===== config.mk =====
export PLATFORM = sky130hd
export DESIGN_NAME = multicycle_control_fsm
export DESIGN_NICKNAME = d
export VERILOG_FILES = /design/src/rtl/multicycle_control_fsm.sv
export SDC_FILE = /design/constraint.sdc
export NUM_CORES = 1
export LEC_CHECK = 0
export BUFFER_PORTS_ARGS = -buffer_cell sky130_fd_sc_hd__buf_2
export CAP_MARGIN = 0
export CORE_UTILIZATION = 39
export CTS_CLUSTER_SIZE = 30
export DETAILED_ROUTE_END_ITERATION = 7
export PLACE_DENSITY = 0.82
export SETUP_SLACK_MARGIN = 0.1
export SLEW_MARGIN = 20
export SYNTH_ARGS = -nofsm -noshare
export SYNTH_HDL_FRONTEND = slang
export SYNTH_SLANG_ARGS = --single-unit

===== constraint.sdc =====
create_clock -name clk -period 1.85 [get_ports clk]
set_input_delay 0 -clock clk [delete_from_list [all_inputs] [get_ports clk]]
set_output_delay 0 -clock clk [all_outputs]
set_load 0.005 [all_outputs]

===== src/rtl/multicycle_control_fsm.sv =====
// Multi-cycle sequencer for the 16-bit TSC CPU: steps one shared memory port and ALU through IF/ID/EX/MEM/WB.
// Latency (memory always ready): jumps/WWD/HLT 2 cycles, branches 3, ALU ops and SWD 4, LWD 5.
// Backpressure: IF and MEM hold with stable strobes until mem_ready (only when MEM_HANDSHAKE_EN is defined).
//
// Ports:
//   clk, reset_n        - clock (rising edge), asynchronous active-low reset
//   instr               - instruction register contents (opcode [15:12], func [5:0])
//   mem_ready           - memory completes the current access this cycle
//   pc_*/ir_write/...   - combinational datapath strobes decoded from state, instr, mem_ready
//   inst_done           - one-cycle pulse on the last cycle of each instruction
//   is_halted, state    - registered halt flag and current state (debug)
//
// Build option: MEM_HANDSHAKE_EN. When undefined, mem_ready is ignored and every
// memory state lasts exactly one cycle.
module multicycle_control_fsm #(
    parameter int WORD_SIZE = 16,
    parameter int STATE_W   = 3
) (
    input  logic                 clk,
    input  logic                 reset_n,
    input  logic [WORD_SIZE-1:0] instr,
    input  logic                 mem_ready,
    output logic                 pc_write,
    output logic                 pc_write_cond,
    output logic [1:0]           pc_source,
    output logic                 ir_write,
    output logic                 i_or_d,
    output logic                 mem_read,
    output logic                 mem_write,
    output logic                 mem_to_reg,
    output logic                 reg_write,
    output logic                 pc_to_reg,
    output logic                 alu_src_a,
    output logic [1:0]           alu_src_b,
    output logic [1:0]           alu_op,
    output logic                 output_write,
    output logic                 inst_done,
    output logic                 is_halted,
    output logic [STATE_W-1:0]   state
);

    typedef enum logic [STATE_W-1:0] {
        S_IF   = STATE_W'(0),
        S_ID   = STATE_W'(1),
        S_EX   = STATE_W'(2),
        S_MEM  = STATE_W'(3),
        S_WB   = STATE_W'(4),
        S_HALT = STATE_W'(5)
    } state_t;

    localparam logic [3:0] OP_ADI = 4'd4;
    localparam logic [3:0] OP_ORI = 4'd5;
    localparam logic [3:0] OP_LHI = 4'd6;
    localparam logic [3:0] OP_LWD = 4'd7;
    localparam logic [3:0] OP_SWD = 4'd8;
    localparam logic [3:0] OP_JMP = 4'd9;
    localparam logic [3:0] OP_JAL = 4'd10;
    localparam logic [3:0] OP_R   = 4'd15;

    localparam logic [5:0] FN_JPR = 6'd25;
    localparam logic [5:0] FN_JRL = 6'd26;
    localparam logic [5:0] FN_WWD = 6'd28;
    localparam logic [5:0] FN_HLT = 6'd29;

    state_t state_q, state_d;
    logic   halted_q;

    logic mem_rdy;
`ifdef MEM_HANDSHAKE_EN
    assign mem_rdy = mem_ready;
`else
    logic unused_mem_ready;
    assign unused_mem_ready = mem_ready;
    assign mem_rdy          = 1'b1;
`endif

    // Register-field bits are consumed by the datapath, not by the sequencer.
    logic unused_instr_bits;
    assign unused_instr_bits = ^instr[WORD_SIZE-5:6];

    logic [3:0] opcode;
    logic [5:0] func;
    assign opcode = instr[WORD_SIZE-1 -: 4];
    assign func   = instr[5:0];

    logic is_branch, is_mem, is_imm, is_r, r_alu;
    logic is_jpr, is_jrl, is_wwd, is_hlt, needs_ex;
    assign is_branch = (opcode[3:2] == 2'b00);
    assign is_mem    = (opcode == OP_LWD) || (opcode == OP_SWD);
    assign is_imm    = (opcode == OP_ADI) || (opcode == OP_ORI) || (opcode == OP_LHI);
    assign is_r      = (opcode == OP_R);
    assign r_alu     = is_r && (func[5:3] == 3'b000);
    assign is_jpr    = is_r && (func == FN_JPR);
    assign is_jrl    = is_r && (func == FN_JRL);
    assign is_wwd    = is_r && (func == FN_WWD);
    assign is_hlt    = is_r && (func == FN_HLT);
    assign needs_ex  = is_branch || is_mem || is_imm || r_alu;

    logic       pc_write_c, pc_write_cond_c, ir_write_c, i_or_d_c;
    logic       mem_read_c, mem_write_c, mem_to_reg_c, reg_write_c;
    logic       pc_to_reg_c, alu_src_a_c, output_write_c, inst_done_c;
    logic [1:0] pc_source_c, alu_src_b_c, alu_op_c;

    always_comb begin
        state_d         = state_q;
        pc_write_c      = 1'b0;
        pc_write_cond_c = 1'b0;
        pc_source_c     = 2'd0;
        ir_write_c      = 1'b0;
        i_or_d_c        = 1'b0;
        mem_read_c      = 1'b0;
        mem_write_c     = 1'b0;
        mem_to_reg_c    = 1'b0;
        reg_write_c     = 1'b0;
        pc_to_reg_c     = 1'b0;
        alu_src_a_c     = 1'b0;
        alu_src_b_c     = 2'd0;
        alu_op_c        = 2'd0;
        output_write_c  = 1'b0;
        inst_done_c     = 1'b0;

        case (state_q)
            S_IF: begin
                // ALU computes PC+1 while the fetch is outstanding.
                mem_read_c  = 1'b1;
                alu_src_b_c = 2'd1;
                if (mem_rdy) begin
                    ir_write_c = 1'b1;
                    pc_write_c = 1'b1;
                    state_d    = S_ID;
                end
            end
            S_ID: begin
                // ALU computes PC+imm into the branch-target register.
                alu_src_b_c = 2'd2;
                if ((opcode == OP_JMP) || (opcode == OP_JAL)) begin
                    pc_write_c  = 1'b1;
                    pc_source_c = 2'd2;
                    reg_write_c = (opcode == OP_JAL);
                    pc_to_reg_c = (opcode == OP_JAL);
                    inst_done_c = 1'b1;
                    state_d     = S_IF;
                end else if (is_jpr || is_jrl) begin
                    pc_write_c  = 1'b1;
                    pc_source_c = 2'd3;
                    reg_write_c = is_jrl;
                    pc_to_reg_c = is_jrl;
                    inst_done_c = 1'b1;
                    state_d     = S_IF;
                end else if (is_wwd) begin
                    output_write_c = 1'b1;
                    inst_done_c    = 1'b1;
                    state_d        = S_IF;
                end else if (is_hlt) begin
                    inst_done_c = 1'b1;
                    state_d     = S_HALT;
                end else if (needs_ex) begin
                    state_d = S_EX;
                end else begin
                    // Undefined encodings retire as a NOP.
                    inst_done_c = 1'b1;
                    state_d     = S_IF;
                end
            end
            S_EX: begin
                if (is_branch) begin
                    alu_src_a_c     = 1'b1;
                    alu_op_c        = 2'd1;
                    pc_write_cond_c = 1'b1;
                    pc_source_c     = 2'd1;
                    inst_done_c     = 1'b1;
                    state_d         = S_IF;
                end else if (is_mem) begin
                    alu_src_a_c = 1'b1;
                    alu_src_b_c = 2'd2;
                    state_d     = S_MEM;
                end else if (r_alu) begin
                    alu_src_a_c = 1'b1;
                    alu_op_c    = 2'd2;
                    state_d     = S_WB;
                end else if (opcode == OP_ADI) begin
                    alu_src_a_c = 1'b1;
                    alu_src_b_c = 2'd2;
                    alu_op_c    = 2'd2;
                    state_d     = S_WB;
                end else if (is_imm) begin
                    alu_src_a_c = 1'b1;
                    alu_src_b_c = 2'd3;
                    alu_op_c    = 2'd2;
                    state_d     = S_WB;
                end else begin
                    // Unreachable from ID; retire rather than lock up.
                    inst_done_c = 1'b1;
                    state_d     = S_IF;
                end
            end
            S_MEM: begin
                i_or_d_c    = 1'b1;
                mem_read_c  = (opcode == OP_LWD);
                mem_write_c = (opcode == OP_SWD);
                if (mem_rdy) begin
                    if (opcode == OP_SWD) begin
                        inst_done_c = 1'b1;
                        state_d     = S_IF;
                    end else begin
                        state_d = S_WB;
                    end
                end
            end
            S_WB: begin
                reg_write_c  = 1'b1;
                mem_to_reg_c = (opcode == OP_LWD);
                inst_done_c  = 1'b1;
                state_d      = S_IF;
            end
            S_HALT: begin
                state_d = S_HALT;
            end
            default: begin
                state_d = S_IF;
            end
        endcase
    end

    always_ff @(posedge clk or negedge reset_n) begin
        if (!reset_n) begin
            state_q  <= S_IF;
            halted_q <= 1'b0;
        end else begin
            state_q  <= state_d;
            halted_q <= halted_q || (state_d == S_HALT);
        end
    end

    // Strobes are masked during reset so an abandoned instruction writes nothing.
    assign pc_write      = reset_n & pc_write_c;
    assign pc_write_cond = reset_n & pc_write_cond_c;
    assign pc_source     = reset_n ? pc_source_c : 2'd0;
    assign ir_write      = reset_n & ir_write_c;
    assign i_or_d        = reset_n & i_or_d_c;
    assign mem_read      = reset_n & mem_read_c;
    assign mem_write     = reset_n & mem_write_c;
    assign mem_to_reg    = reset_n & mem_to_reg_c;
    assign reg_write     = reset_n & reg_write_c;
    assign pc_to_reg     = reset_n & pc_to_reg_c;
    assign alu_src_a     = reset_n & alu_src_a_c;
    assign alu_src_b     = reset_n ? alu_src_b_c : 2'd0;
    assign alu_op        = reset_n ? alu_op_c : 2'd0;
    assign output_write  = reset_n & output_write_c;
    assign inst_done     = reset_n & inst_done_c;
    assign is_halted     = halted_q;
    assign state         = state_q;

endmodule

Word level (Yosys, flattened, before mapping)
Cells that the tools add are included.

Register bits after elaboration: 4. Latch bits: 0. RAM bits: 0. ROM bits: 0. Input bits: 19. Output and inout bits: 22. Memories: 0.

$add $sub $neg: 0. Multipliers: 0. Divide/modulo/power cells: 0. $lt $le $gt $ge: 0. Eq/ne operators: 18. Shift-type cells: 0. Muxes and demuxes: 67. Bitwise gates (word level): 12. Reductions and logical operators: 17.

Operator list (number): 2-bit 2-to-1 mux (17); 1-bit 2-to-1 mux (33); 3-bit 2-to-1 mux (10); 6-bit by 5-bit == test with 1-bit output, second input constant (4); 4-bit by 3-bit == test with 1-bit output, second input constant (4); 4-bit == test, second input constant (4); 3-bit case mux with 5 select lines (1); 1-bit bitwise AND (12); 3-bit == test, second input constant (3); 1-bit logical OR (9); 3-bit by 2-bit == test with 1-bit output, second input constant (2); 3-bit logical NOT (2); 1-bit case mux with 2 select lines (3); 2-bit case mux with 3 select lines (1); 1-bit logical AND (5); 1-bit case mux with 4 select lines (1); 2-bit case mux with 2 select lines (1); 3-bit by 1-bit == test with 1-bit output, second input constant (1); 2-bit logical NOT (1).

Depth between registers and ports, before layout
Gate-level depths: netlist (run 1).

Word-level depth: 13. Gate-level depth with buffers: 5. Gate-level depth less buffers: 4.

Worst setup path after synthesis (run 1)
OpenSTA, ideal clock, no wires.

Path kind: register to register. Start: reg state_q[0] (netlist: state[0]). End: reg state_q[2] (netlist: state[2]). Library setup time: 0.126 ns. Data arrival time: 1.240 ns. Data required time: 1.724 ns. Setup slack: 0.484 ns. Cell stages (with the launch flop): 5. Path buffers: 0. Cell sequence: dfrtp_1 -> nor2b_1 -> and3_1 -> a22o_1 -> a311o_1.

Word-level cells in the longest chain between the ends: 2. Elaborated cells on any way between the ends: 6. Classes of those cells: eq/ne: 4; mux: 1; reduce/logical: 1.

RTL lines: start, declared (line 65) `state_t state_q, state_d;`; start signal, assigned (line 230) `state_q <= state_d;`; 3-bit == test, or another cell as far along (line 122) `case (state_q)`; 3-bit case mux with 5 select lines * (line 122); via state_d[2] (line 65).

The timed path passes the listed nets; every way through them passes the cells marked *.

Worst setup path after layout (run 1)
Start: reg state_q[0] (netlist: state[0]). End: out pc_source[0].

Word-level cells in the longest chain between the ends: 3. Elaborated cells on any way between the ends: 4. Classes of those cells: eq/ne: 2; mux: 2.

RTL lines: 3-bit by 2-bit == test with 1-bit output / 3-bit by 1-bit == test with 1-bit output (equally long branches) (line 122); 2-bit case mux with 2 select lines * (line 122); 2-bit 2-to-1 mux * (line 238) `assign pc_source = reset_n ? pc_source_c : 2'd0;`; end, declared (line 25) `output logic [1:0] pc_source,`.

Mark *: on every way between the ends. The rest lies on a longest branch, timed or not.

==> results of run 1 <==
[worst register-to-register path, cell delays in order, from the launching register on]
cell and delay [ns]:
dfrtp_1 0.45, nor2b_1 0.19, and3_1 0.18, a22o_1 0.22
a311o_1 0.32
[power by group]
part | leakage, nW | internal, mW | switching [mW]
Combinational | 0.326 | 0.194 | 0.222
Sequential | 0.0482 | 0.125 | 0.0429
Clock | 0.0138 | 0.0723 | 0.0321
Total | 0.388 | 0.391 | 0.297
[final timing paths]
path	cells after the start	endpoint	slack (ns)	startpoint
min in group clk	3	output_write	0.25	instr[0]
max reg2reg	4	state[2]	0.37	state[0]
min	2	state[1]	0.17	reset_n
max	5	pc_source[0]	0.20	state[0]
max in group asynchronous	2	state[0]	1.52	reset_n
min reg2reg	1	is_halted	0.46	is_halted
[layer usage]
metal / vias to the layer above / part of all wire (%)
li1: 359 / -
met1: 333 / 47
met2: 33 / 48
met3: 0 / 5.2
met4: 0 / 0
met5: - / 0
[layout make-up]
| cell class | count | area share [%] |
|---|---|---|
| clock buffer | 3 | 2.94 |
| inverter | 4 | 1.96 |
| timing repair buffer | 35 | 23.9 |
| sequential | 4 | 13.1 |
| tap | 15 | 2.45 |
| multi-input combinational | 65 | 55.7 |
[repair_timing]
| item | CTS | global route |
|---|---|---|
| gates resized for setup | 0 | 1 |
| hold buffers | 1 | 0 |
| buffers inserted | 0 | 0 |
| setup endpoints to repair | 0 | 1 |
| endpoints found under the hold margin | 4 | 0 |
[cells in the final DEF (no fill, tap or decap), types with 2 or more instances in the layout]
master and instances:
buf_2 33, nor2_1 7, nand3_1 7, nor2b_1 7
inv_1 4, o21ai_0 4, dfrtp_1 4, nand2_1 3
a21oi_1 3, nor3_1 3, clkbuf_4 3, nor3_2 2
and3_1 2, nor4b_1 2, nand2b_1 2, a311oi_1 2
[through the flow]
step / cells / hold slack, ns / utilization [%]
finish: 126 / 0.165 / 57.4
global route: 126 / 0.187 / 57.4
CTS: 126 / 0.146 / 57.0
detailed placement: 122 / -0.151 / 54.6
global placement: 122 / -0.156 / 54.6
floorplan: 79 / -0.296 / -
[cell families after synthesis]
group           after synthesis
simple gates                 43
buf+inv                      10
compound gates               21
xor+xnor                      1
flops                         4
[registers in the layout, indices dropped and copies added, names as in the netlist]
name       cells
is_halted      1
state          3
[cells in the mapped netlist, types with 2 or more instances]
cell type / n
a21oi_1: 3
a311oi_1: 2
and3_1: 2
buf_2: 2
dfrtp_1: 4
inv_1: 4
nand2_1: 3
nand2b_1: 2
nand3_1: 7
nor2_1: 7
nor2b_1: 7
nor3_1: 4
nor4b_1: 2
o21ai_0: 4
==> results.md, run 1 <==
* Initial Util at 43.1%
* Post-route minimum period at 1.65 ns
* Largest delay share family, worst path: simple AND/OR/NAND/NOR gates
* Critical-path maximum fanout at 8
* Critical Path Max Stage Delay at 0.45 ns
* Post-synthesis compound-gate area fraction at 26.8%
* Asr flop ratio synth at 100%
* Status: finished clean
* Main combinational cell family by area after synthesis: simple AND/OR/NAND/NOR gates
* Clock Skews at 0.00333 ns
* DRT Wirelength at 1.63 mm
* Core area at 0.00133 mm^2
* EDFF count, synth at 0
* Layout area overhead at 33.3%
* Cts bufs inserted at 3
* Leakage at 0.388 nW
* Final hold violation count at 0
* H-tree levels at 1
* Clk buf depth at 2
* Slew @ Worst Pin at 0.515 ns
* # IOs at 41
* CTS tree: built
* Worst hold path type: primary input to async pin
* Sink Count at 4
* Starting DRC count in detailed routing at 37
* # nets final at 132
* Setup ws final at 0.196 ns
* Setup tns final at 0 ns
* Final period utilization at 89.4%
* Clk pin slew, worst setup/hold paths at 0.04 ns
* Synthesized flop and latch total at 4
* Crit Path Category: flop to output pin
* RSZ-0062 raised after global routing: no
* Worst path bufs/invs at 1
* Skew-Pair Late Insertion Delay at 0.23 ns
* Register area at 100 um^2
* Cell Chain, Critical Path: nor2_1 -> nand3_1 -> nor3_2 -> o21bai_1 -> buf_2
* First-pass GRT wire length at 2.44 mm
* Mux contribution to synthesized area at 0%
* Die ar. at 0.00163 mm^2
* Synth area leader: dfrtp_1
* Worst EP required at 1.85 ns
* Max_cap viols at 0
* CP Capture Type: output pin
* Slew headroom at 65.2%
* Final GP Congestion at 0.841
* DR vias/cell at 5.75
* Detailed placer's ending HPWL at 1.21 mm
* Post-placement setup slack at 0.392 ns
* Antenna fix cells at 0
* Pwr per Cell Area at 899 mW/mm^2
* Adder and majority gate portion of the synthesized area at 0%
* WP data arrival at 1.65 ns
* GRT Max-Usage Layer: met2
* Gr ovfl total at 0
* Number of global-route vias before repair at 585
* Synth top area cells: dfrtp_1 (17%), nor2b_1 (7.6%), nand3_1 (6.1%), nor2_1 (4.6%), nor3_1 (3.5%)
* Max-slew violation count at 0
* Syn_area_per_cell at 7.27 um^2
* Simple-gate share of the synthesized area at 45.1%
* Footprint of the multi-input gates at 427 um^2
* Dominant synthesized flop cell: dfrtp_1
* Sequential share of the synthesized area at 17.4%
* Largest net degree at the start of global routing at 13
* # fillers at 146
* Antenna violations before repair at 0
* Achievable clock frequency at 0.605 GHz
* Final instance area at 766 um^2
* Syn Std Cell Area at 574 um^2
* Ratio of cells with drive above 1 in the final layout at 38.7%
* Final Setup Violations at 0
* Drt drc at 0
* Mapped Cells at 79
* FP Rows at 13
* Syn nets at 98
* DP Area at 728 um^2
* WL/cell at 13.0 um
* TritonRoute pass-1 iters at 4
* Chip width at 40.4 um
* Slowest CP cell: dfrtp_1
* Vias at 725
* Post-Synth XOR/XNOR Area at 1.53%
* Synth warn at 0
* GRT Total Usage at 20.8%
* Peak VDD IR at 381 uV
* CTS root buf: clkbuf_4
* Die H at 40.4 um
* M3 GR Usage at 1.67%
* Total power at 0.688 mW
* PortBufs at 33
* GR Util met2 at 34.1%
* Synth top area share at 17.4%
* Crit start category: flop
* Count of cell types in the netlist at 40
* Grt met1 use at 30.0%
* Antenna viol nets, final at 0
No activity file was read; power rests on OpenSTA's default activity.
==> run 2, diff against run 1 <==
--- a/config.mk
+++ b/config.mk
@@ -7,10 +7,11 @@
 export LEC_CHECK = 0
 export BUFFER_PORTS_ARGS = -buffer_cell sky130_fd_sc_hd__buf_2
 export CAP_MARGIN = 0
-export CORE_UTILIZATION = 39
+export CORE_ASPECT_RATIO = 1.2
+export CORE_UTILIZATION = 36
 export CTS_CLUSTER_SIZE = 30
 export DETAILED_ROUTE_END_ITERATION = 7
-export PLACE_DENSITY = 0.82
+export PLACE_DENSITY = 0.8
 export SETUP_SLACK_MARGIN = 0.1
 export SLEW_MARGIN = 20
 export SYNTH_ARGS = -nofsm -noshare
==> constraint.sdc (replaced) <==
create_clock -name clk -period 1.5 [get_ports clk]
set_input_delay 0 -clock clk [delete_from_list [all_inputs] [get_ports clk]]
set_output_delay 0 -clock clk [all_outputs]
set_load 0.005 [all_outputs]
==> run 2 against run 1 <==
Power rose by 61%. Global-route usage fell by 0.13 points. Cell area rose by 16%. Largest power group unchanged. Register-to-register slack got worse by 0.31 ns. First-iteration DRC count fell by 51%. Sequential share of layout area fell by 1.5 points. Via count rose by 5.1%. Critical path type unchanged. Cell count rose by 7.1%. Wire length rose by 9.1%. Non-clock buffer count rose by 7. Clock skew fell by 0.0022 ns. Clock power rose by 30%.
==> results.md, run 2 (synthesis results as in run 1) <==
* PortBufs at 33
* Worst hold path type: primary input to async pin
* Leakage at 0.441 nW
* FP Rows at 15
* CTS tree: built
* DP Area at 761 um^2
* Largest delay share family, worst path: flip-flops
* WP data arrival at 1.47 ns
* Final non-filler cell total at 135
* Post-route minimum period at 1.47 ns
* Cell Chain, Critical Path: buf_6 -> nor2b_4 -> nand3_2 -> o21ai_2 -> a211o_1 -> buf_2
* CP Capture Type: output pin
* Starting DRC count in detailed routing at 18
* Final instance area at 888 um^2
* Peak VDD IR at 625 uV
* Die ar. at 0.00176 mm^2
* Final Setup Violations at 0
* Core area at 0.00146 mm^2
* Worst EP required at 1.50 ns
* Ratio of cells with drive above 1 in the final layout at 52.5%
* # IOs at 41
* Chip width at 38.5 um
* WL/cell at 13.2 um
* DR vias/cell at 5.64
* CTS root buf: clkbuf_4
* Crit Path Category: flop to output pin
* Skew-Pair Late Insertion Delay at 0.24 ns
* Status: finished clean
* Antenna fix cells at 0
* Critical-path maximum fanout at 6
* Placed Cells incl. Taps at 128
* Cts bufs inserted at 3
* Vias at 762
* Clock Skews at 0.00116 ns
* Achievable clock frequency at 0.681 GHz
* Number of global-route vias before repair at 651
* Final hold violation count at 0
* H-tree levels at 1
* Crit start category: flop
* Detailed placer's ending HPWL at 1.27 mm
* Critical Path Max Stage Delay at 0.43 ns
* Most common cell after layout, fill and taps aside: buf_2
* Gr ovfl total at 0
* Hold WS at 0.221 ns
* DRT Wirelength at 1.78 mm
* Slowest CP cell: dfrtp_2
* GRT Total Usage at 20.6%
* Slew headroom at 59.7%
* Antenna viol nets, final at 0
* Die H at 45.8 um
* Clk pin slew, worst setup/hold paths at 0.04 ns
* # nets final at 139
* Sink Count at 4
* Leading cell types in the layout, fill and taps excluded: buf_2 (33), nor2_1 (6), buf_4 (6), nand3_1 (5)
* Slew @ Worst Pin at 0.596 ns
* TritonRoute pass-1 iters at 4
* Max FFs per register at 3
* RSZ-0062 raised after global routing: yes
* Final GP Congestion at 0.879
* Largest net degree at the start of global routing at 13
* Clk buf depth at 2
* Initial Util at 39.2%
* Max_cap viols at 0
* Worst path bufs/invs at 2
* Drt drc at 0
* Max-slew violation count at 0
* Final period utilization at 97.9%
* Antenna violations before repair at 0
* Pwr per Cell Area at 1250 mW/mm^2
* First-pass GRT wire length at 2.66 mm
* Layout area overhead at 54.7%
run 2: changes by cell type in the layout (fill, tap and decap cells not counted), moves of 2 or more:
cell	delta
buf_4	+5
nor2b_1	-3
buf_6	+2
dfrtp_1	-2
dfrtp_2	+2
nand3_1	-2
nand3_2	+2
nor2b_2	+2
run 2: final cells by class:
| class | instances | area [um^2] |
|---|---|---|
| inverters | 4 | 15.0 |
| well taps | 17 | 21.3 |
| flip-flops and latches | 4 | 103 |
| repair buffers | 42 | 243 |
| fillers | 141 | 576 |
| multi-input cells | 65 | 484 |
| clock buffers | 3 | 22.5 |
run 2: layer usage:
layer	vias up	share of wire, %	track usage, %
met5	-	0	0
met4	0	1.1	5.52
met3	5	7.3	4.41
met2	43	51	34.2
met1	342	41	26.8
li1	372	-	-
run 2: what timing repair did:
item / CTS / global route
pin swaps: 4 / 3
buffers inserted: 1 / 3
gates resized for setup: 12 / 7
endpoints found under the hold margin: 4 / 0
endpoints found under the setup margin: 14 / 13
hold buffers: 1 / 0
run 2: worst paths after layout:
check	startpoint	endpoint	slack, ns	cells past startpoint
setup / recovery	state[0]	inst_done	0.03	6
hold / removal	reset_n	state[1]	0.22	2
setup reg to reg	state[0]	state[2]	0.06	4
hold reg to reg	is_halted	is_halted	0.48	1
max in group asynchronous	reset_n	state[2]	1.09	2
min in group clk	instr[4]	state[1]	0.24	4
run 2: where the power goes:
part           internal (mW)  switching, mW  leakage [nW]
Combinational          0.399          0.359         0.381
Clock                 0.0896         0.0455        0.0138
Sequential             0.158         0.0544        0.0456
run 2: metrics by stage:
step / util, % / worst slack [ns] / setup TNS (ns) / total power [mW]
2_1_floorplan: - / 0.134 / 0 / 0.513
3_3_place_gp: 52.0 / 0.132 / 0 / 0.761
6_report: 60.7 / 0.0310 / 0 / 1.11
5_1_grt: 60.7 / -0.0268 / -0.0311 / 1.20
3_5_place_dp: 52.0 / 0.118 / 0 / 0.772
4_1_cts: 57.8 / 0.0637 / 0 / 1.00
